--- src/rtl/mau_pkg.sv ---
// Shared definitions for the data-memory access unit: size codes, FSM states,
// lane geometry and the alignment check.
package mau_pkg;

    localparam logic [1:0] SZ_BYTE = 2'b00;
    localparam logic [1:0] SZ_HALF = 2'b01;
    localparam logic [1:0] SZ_WORD = 2'b10;
    localparam logic [1:0] SZ_RSVD = 2'b11;

    localparam int LANE_W = 8;
    localparam int HALF_W = 16;
    localparam int WORD_W = 32;

    typedef enum logic [2:0] {
        ST_IDLE   = 3'd0,
        ST_READ   = 3'd1,
        ST_WSETUP = 3'd2,
        ST_WRITE  = 3'd3,
        ST_RESP   = 3'd4
    } mau_state_t;

    // Reserved size is reported separately; this only checks natural alignment.
    function automatic logic is_misaligned(input logic [1:0] size, input logic [1:0] addr_lo);
        case (size)
            SZ_HALF: return addr_lo[0];
            SZ_WORD: return addr_lo != 2'b00;
            default: return 1'b0;
        endcase
    endfunction

endpackage

--- src/rtl/mau_lane_align.sv ---
// Little-endian lane steering: extracts and extends load data, and merges
// sub-word store data into a full word for read-modify-write.
module mau_lane_align
    import mau_pkg::*;
(
    input  logic [1:0]        i_size,
    input  logic              i_signed,
    input  logic [1:0]        i_addr_lo,
    input  logic [WORD_W-1:0] i_word,
    input  logic [HALF_W-1:0] i_wdata,
    output logic [WORD_W-1:0] o_load_data,
    output logic [WORD_W-1:0] o_merged
);

    logic [4:0]        w_shamt;
    logic [HALF_W-1:0] w_shifted;
    logic [WORD_W-1:0] w_mask;
    logic [WORD_W-1:0] w_ins;

    assign w_shamt   = {i_addr_lo, 3'b000};
    assign w_shifted = HALF_W'(i_word >> w_shamt);

    always_comb begin
        // NOTE: every output gets a default before the case so no path can infer a latch.
        o_load_data = i_word;
        w_mask      = '0;
        w_ins       = '0;
        case (i_size)
            SZ_BYTE: begin
                o_load_data = {{(WORD_W-LANE_W){i_signed & w_shifted[LANE_W-1]}}, w_shifted[LANE_W-1:0]};
                w_mask      = {{(WORD_W-LANE_W){1'b0}}, {LANE_W{1'b1}}} << w_shamt;
                w_ins       = {{(WORD_W-LANE_W){1'b0}}, i_wdata[LANE_W-1:0]} << w_shamt;
            end
            SZ_HALF: begin
                o_load_data = {{(WORD_W-HALF_W){i_signed & w_shifted[HALF_W-1]}}, w_shifted};
                w_mask      = {{(WORD_W-HALF_W){1'b0}}, {HALF_W{1'b1}}} << w_shamt;
                w_ins       = {{(WORD_W-HALF_W){1'b0}}, i_wdata} << w_shamt;
            end
            default: ;
        endcase
        o_merged = (i_word & ~w_mask) | (w_ins & w_mask);
    end

endmodule

--- src/rtl/mem_access_unit.sv ---
// Load/store initiator for the word-only DataMem port; sub-word stores use
// read-modify-write. Define MAU_STATS_EN to add saturating completion counters.
module mem_access_unit
    import mau_pkg::*;
#(
    parameter int ADDR_W = 9,
    parameter int DATA_W = 32,
    parameter int STAT_W = 16
) (
    input  logic              Clk,
    input  logic              Rst,
    input  logic              req_valid,
    output logic              req_ready,
    input  logic              req_write,
    input  logic [1:0]        req_size,
    input  logic              req_signed,
    input  logic [ADDR_W-1:0] req_addr,
    input  logic [DATA_W-1:0] req_wdata,
    output logic              resp_valid,
    output logic [DATA_W-1:0] resp_rdata,
    output logic              resp_err,
    output logic              MemRead,
    output logic              MemWrite,
    output logic [ADDR_W-1:0] addr,
    output logic [DATA_W-1:0] write_data,
    input  logic [DATA_W-1:0] read_data
`ifdef MAU_STATS_EN
    ,
    output logic [STAT_W-1:0] stat_loads,
    output logic [STAT_W-1:0] stat_stores,
    output logic [STAT_W-1:0] stat_faults
`endif
);

    mau_state_t        r_state;
    logic              r_write;
    logic [1:0]        r_size;
    logic              r_signed;
    logic [1:0]        r_addr_lo;
    logic [HALF_W-1:0] r_wdata;
    logic [ADDR_W-1:0] r_addr;
    logic [DATA_W-1:0] r_write_data;
    logic [DATA_W-1:0] r_resp_rdata;
    logic              r_resp_err;

    logic              w_accept;
    logic              w_fault;
    logic [DATA_W-1:0] w_load_data;
    logic [DATA_W-1:0] w_merged;

    assign req_ready  = (r_state == ST_IDLE);
    assign w_accept   = req_valid && req_ready;
    assign w_fault    = (req_size == SZ_RSVD) || is_misaligned(req_size, req_addr[1:0]);

    assign MemRead    = (r_state == ST_READ);
    assign MemWrite   = (r_state == ST_WRITE);
    assign resp_valid = (r_state == ST_RESP);
    assign addr       = r_addr;
    assign write_data = r_write_data;
    assign resp_rdata = r_resp_rdata;
    assign resp_err   = r_resp_err;

    // read_data is used live during READ: the load result and the merged
    // store word are both registered on the edge that ends READ.
    mau_lane_align u_lane_align (
        .i_size      (r_size),
        .i_signed    (r_signed),
        .i_addr_lo   (r_addr_lo),
        .i_word      (read_data),
        .i_wdata     (r_wdata),
        .o_load_data (w_load_data),
        .o_merged    (w_merged)
    );

    // NOTE: request capture registers need no reset; they are always written on accept before any state reads them.
    always_ff @(posedge Clk) begin
        if (w_accept) begin
            r_write   <= req_write;
            r_size    <= req_size;
            r_signed  <= req_signed;
            r_addr_lo <= req_addr[1:0];
            r_wdata   <= req_wdata[HALF_W-1:0];
        end
    end

    // NOTE: non-blocking assignments in clocked blocks, so every register sees pre-edge values.
    always_ff @(posedge Clk) begin
        if (Rst) begin
            r_state      <= ST_IDLE;
            r_addr       <= '0;
            r_write_data <= '0;
            r_resp_rdata <= '0;
            r_resp_err   <= 1'b0;
        end else begin
            case (r_state)
                ST_IDLE: begin
                    if (w_accept) begin
                        if (w_fault) begin
                            r_resp_rdata <= '0;
                            r_resp_err   <= 1'b1;
                            r_state      <= ST_RESP;
                        end else begin
                            r_addr <= {req_addr[ADDR_W-1:2], 2'b00};
                            if (req_write && req_size == SZ_WORD) begin
                                r_write_data <= req_wdata;
                                r_state      <= ST_WSETUP;
                            end else begin
                                r_state <= ST_READ;
                            end
                        end
                    end
                end
                ST_READ: begin
                    if (r_write) begin
                        r_write_data <= w_merged;
                        r_state      <= ST_WSETUP;
                    end else begin
                        r_resp_rdata <= w_load_data;
                        r_resp_err   <= 1'b0;
                        r_state      <= ST_RESP;
                    end
                end
                ST_WSETUP: r_state <= ST_WRITE;
                ST_WRITE: begin
                    r_resp_rdata <= '0;
                    r_resp_err   <= 1'b0;
                    r_state      <= ST_RESP;
                end
                ST_RESP:  r_state <= ST_IDLE;
                default:  r_state <= ST_IDLE;
            endcase
        end
    end

`ifdef MAU_STATS_EN
    logic [STAT_W-1:0] r_stat_loads;
    logic [STAT_W-1:0] r_stat_stores;
    logic [STAT_W-1:0] r_stat_faults;

    assign stat_loads  = r_stat_loads;
    assign stat_stores = r_stat_stores;
    assign stat_faults = r_stat_faults;

    // A fault is classed as a fault regardless of whether it was a load or store.
    always_ff @(posedge Clk) begin
        if (Rst) begin
            r_stat_loads  <= '0;
            r_stat_stores <= '0;
            r_stat_faults <= '0;
        end else if (r_state == ST_RESP) begin
            if (r_resp_err) begin
                if (r_stat_faults != '1) r_stat_faults <= r_stat_faults + 1'b1;
            end else if (r_write) begin
                if (r_stat_stores != '1) r_stat_stores <= r_stat_stores + 1'b1;
            end else begin
                if (r_stat_loads != '1) r_stat_loads <= r_stat_loads + 1'b1;
            end
        end
    end
`endif

endmodule

--- config.mk ---
export PLATFORM = sky130hd
export DESIGN_NAME = mem_access_unit
export DESIGN_NICKNAME = d
export VERILOG_FILES = /design/src/rtl/mau_pkg.sv /design/src/rtl/mau_lane_align.sv /design/src/rtl/mem_access_unit.sv
export SDC_FILE = /design/constraint.sdc
export NUM_CORES = 1
export LEC_CHECK = 0
export ABC_CLOCK_PERIOD_IN_PS = 2150
export CAP_MARGIN = 5
export CORE_MARGIN = 1
export CORE_UTILIZATION = 25
export DETAILED_ROUTE_END_ITERATION = 7
export PLACE_DENSITY = 0.52
export SLEW_MARGIN = 10
export SYNTH_ARGS = -nofsm -noshare
export SYNTH_HDL_FRONTEND = slang
export SYNTH_HIERARCHICAL = 1
export SYNTH_SLANG_ARGS = --single-unit
--- constraint.sdc ---
create_clock -name Clk -period 2.15 [get_ports Clk]
set_input_delay 0.215 -clock Clk [delete_from_list [all_inputs] [get_ports Clk]]
set_output_delay 0.215 -clock Clk [all_outputs]
set_load 0.02 [all_outputs]
==> metrics.csv <==
metric,value,unit
outcome,"finished, final reports clean",
fillcell total,2015,
clock share of power,0.297,
Layout Cells excl Fill,975,
Logic pwr share,0.296,
Max IR drop VDD,0.000418,V
achievable frequency,506,MHz
gr usage total,0.163,
diode count,0,
Setup Skew,0.00730,ns
Startpoint Class,input port,
CP endpoint kind,register,
Iteration-0 DRC Markers,267,
hold crit path type,in2reg,
fraction of the mapped netlist area in simple logic gates,0.137,
post-layout util,0.367,
clock slew at reported path FFs,0.07,ns
Async SR Flop Fraction,0,
"Top FF cell, synth",dfxtp_1,
mapped cell area,5230,sq um
number of synthesized flops with an enable pin,22,
Synth top area share,0.287,
Worst Hold Depth,3,
largest net degree at the start of global routing,61,
largest family of logic cells by synthesized area,compound AO/OA/AOI/OAI gates,
"flops & latches, synth",97,
Final Cycle Share,0.919,
mux share of post-synthesis cell area,0.131,
sequential cell area,2160,sq um
HPWL Detailed,13200,um
Fin. Hold Viols,0,
post-synth top area cell,dfxtp_1,
DRC errors left,0,
Hold Path End,r_state[2]$_SDFFE_PP0P_,
CTS buffer count,9,
crit path kind,in2reg,
Pleak,2.73,nW
Final Critical Period,1.97,ns
vias in the first global route,4679,
H-tree Lvls,3,
Starting Density,0.257,
Pins Over Slew Limit,0,
mean cell area of the mapped netlist,9.68,sq um
slack of the critical path,0.175,ns
synth top area cells,"dfxtp_1 29%, edfxtp_1 13%, mux2i_1 9.4%",
adder-cell share of the synthesized area,0.00718,
Hold Crit Start,Rst,
warnings from Yosys,6,
Mapped Cells,540,
CTS Hold Bufs,0,
CTS sink cnt,97,
Switch Pwr,1.67,mW
FP Rows,52,
clk_lat worst skew,0.36,ns
GRT Residual Overflow,0,
initial antenna violation count,0,
complex-gate fraction of the synthesized area,0.251,
r2r startpoint,r_addr_lo[0]$_DFFE_PP_,
register area share after synthesis,0.414,
# IOs,158,
Die H,147,um
Worst Tran Pin Value,0.602,ns
Vias/cell,4.74,
PD cells,692,nW/um^2
Core Footprint,20400,sq um
drt pass-1 iters,4,
Max clock buf depth,2,
Seq pwr share,0.406,
first-pass GRT wire length,26800,um
Worst EP arrival,2.22,ns
footprint of the multi-input gates,2770,sq um
drt wl/cell,17.7,um
# Max-Cap Violations,0,
RR Endpoint,resp_rdata[28]$_SDFFE_PP0P_,
switching share of power,0.323,
reg-to-reg setup timing slack,0.18,ns
synth unique cells,50,
setup violators final,0,
GP Congestion,0.857,
Cell Count Post-Placement,959,
Synth Area in XOR/XNOR,0,
reg2reg path depth,6,
Area Growth Syn to Fin,43.1,%
Place WS,-0.195,ns
die area,21500,sq um
Die Wd,147,um
RSZ-0062 raised after global routing,false,
Final #Nets,783,
via count,4624,
port bufs,155,
PostCTS Resize Cnt,0,
Crit Path Max Fanout,33,
Setup Buffers After CTS,0,
Power Internal,3.51,mW
Layout Cell Area excl Fill,7480,sq um
root buffer cell,clkbuf_16,
setup TNS,0,ns
final wirelength,17300,um
required time worst endpoint,2.39,ns
fraction of layout cells with a size suffix above 1,0.169,
Rel. slew slack,0.599,
CTS tree,done,
Antenna Nets Post-Route,0,
placed inst area,7200,sq um
## cell usage after synthesis (7+ instances only)
library cell / n
clkbuf_1: 18
buf_4: 9
edfxtp_1: 22
a21oi_1: 34
o21ai_0: 17
buf_6: 7
a22o_1: 32
mux2i_1: 49
nor2_1: 68
o21ai_1: 7
mux2_2: 14
a22oi_1: 14
nor2b_1: 9
inv_1: 12
dfxtp_1: 75
a211oi_2: 29
buf_2: 8
nand2_1: 53
## critical path, stage by stage
cell             delay [ns]
clkdlybuf4s50_1        0.57
ha_1                   0.25
o21ai_0                0.11
a221oi_1               0.43
o221ai_2               0.18
buf_12                 0.20
a22o_1                 0.24
## layout by cell type, fill, tap and decap left out, types with 2 or more instances in the layout
cell type        count
buf_4               31
mux2i_1             49
edfxtp_1            22
o21ai_0             17
a21oi_1             34
buf_12               5
or3_1                2
nor3b_2              2
a22o_1              32
nor3_1               4
a31oi_1              3
inv_1               12
a22oi_1             14
clkbuf_16            9
a21oi_2              2
nor3_4               3
nor2_1              68
a211oi_1             5
o22ai_1              6
o221ai_2             2
conb_1               2
mux2_2              14
nand2_1             53
clkdlybuf4s50_1    154
a211oi_2            29
dfxtp_1             74
or2_2                2
nand3b_1             2
inv_2                2
o21ai_1              7
inv_6                2
nor3b_1              2
nor3_2               2
ha_1                 3
a21o_1               2
nor2b_1              9
nand2b_1             3
## routing by layer
metal  global-route usage  part of all wire  routed length [um]  up-vias
li1                     -                 -                   -     2277
met1                0.214              0.47                8160     2193
met2                0.259              0.45                7810      128
met3               0.0331             0.051                 875       26
met4               0.0698             0.026                 448        0
met5                    0                 0                   0        -
## state kept, by name (all words and copies together) (netlist names), 2 cells and up
| signal | count |
|---|---|
| addr | 7 |
| r_addr_lo | 2 |
| r_wdata | 16 |
| r_state | 3 |
| r_size | 2 |
| resp_rdata | 32 |
| write_data | 32 |
## area by class of cell
cell class | instances | share of cell area
repair buffers | 191 | 0.251
multi-input cells | 387 | 0.371
clock inverters | 6 | 0.00569
well taps | 270 | 0.0452
clock buffers | 10 | 0.0306
flip-flops and latches | 97 | 0.289
inverters | 14 | 0.00703
## stage by stage
stage | hold WS [ns] | power, mW
after floorplan | 0.314 | 3.03
after global placement | 0.463 | 3.65
after detailed placement | 0.467 | 3.68
after CTS | 0.276 | 5.24
after global routing | 0.308 | 5.42
final | 0.297 | 5.18
## worst max-delay path by stage
stage	start	to	slack [ns]	cells after the start
after floorplan	r_state[0]$_SDFFE_PP0P_	resp_rdata[10]$_SDFFE_PP0P_	0.17	5
after global placement	req_size[0]	write_data[7]$_SDFFE_PP0P_	-0.1	8
after detailed placement	req_size[1]	resp_rdata[2]$_SDFFE_PP0P_	-0.19	7
after CTS	r_state[0]$_SDFFE_PP0P_	MemRead	0.07	3
after global routing	r_addr_lo[0]$_DFFE_PP_	resp_rdata[28]$_SDFFE_PP0P_	0.02	6
final	req_size[1]	resp_rdata[2]$_SDFFE_PP0P_	0.18	7
## kinds of logic (layout without fill, tap and decap cells)
kind of cell             count (synthesis)  in the layout
flip-flops                              97             97
adder cells (fa/ha/maj)                  3              3
other                                    1              2
buffers and inverters                   57            221
multiplexers                            65             65
AND/OR/NAND/NOR                        155            155
AO/OA/AOI/OAI                          162            162
## power by group through the flow
stage,Clock (mW),Combinational [mW],Sequential [mW]
2_1_floorplan,0,0.798,2.23
4_1_cts,1.59,1.54,2.10
3_5_place_dp,0,1.54,2.14
5_1_grt,1.65,1.65,2.12
3_3_place_gp,0,1.51,2.14
6_report,1.54,1.53,2.10
Power figures use the tool's default switching activity.
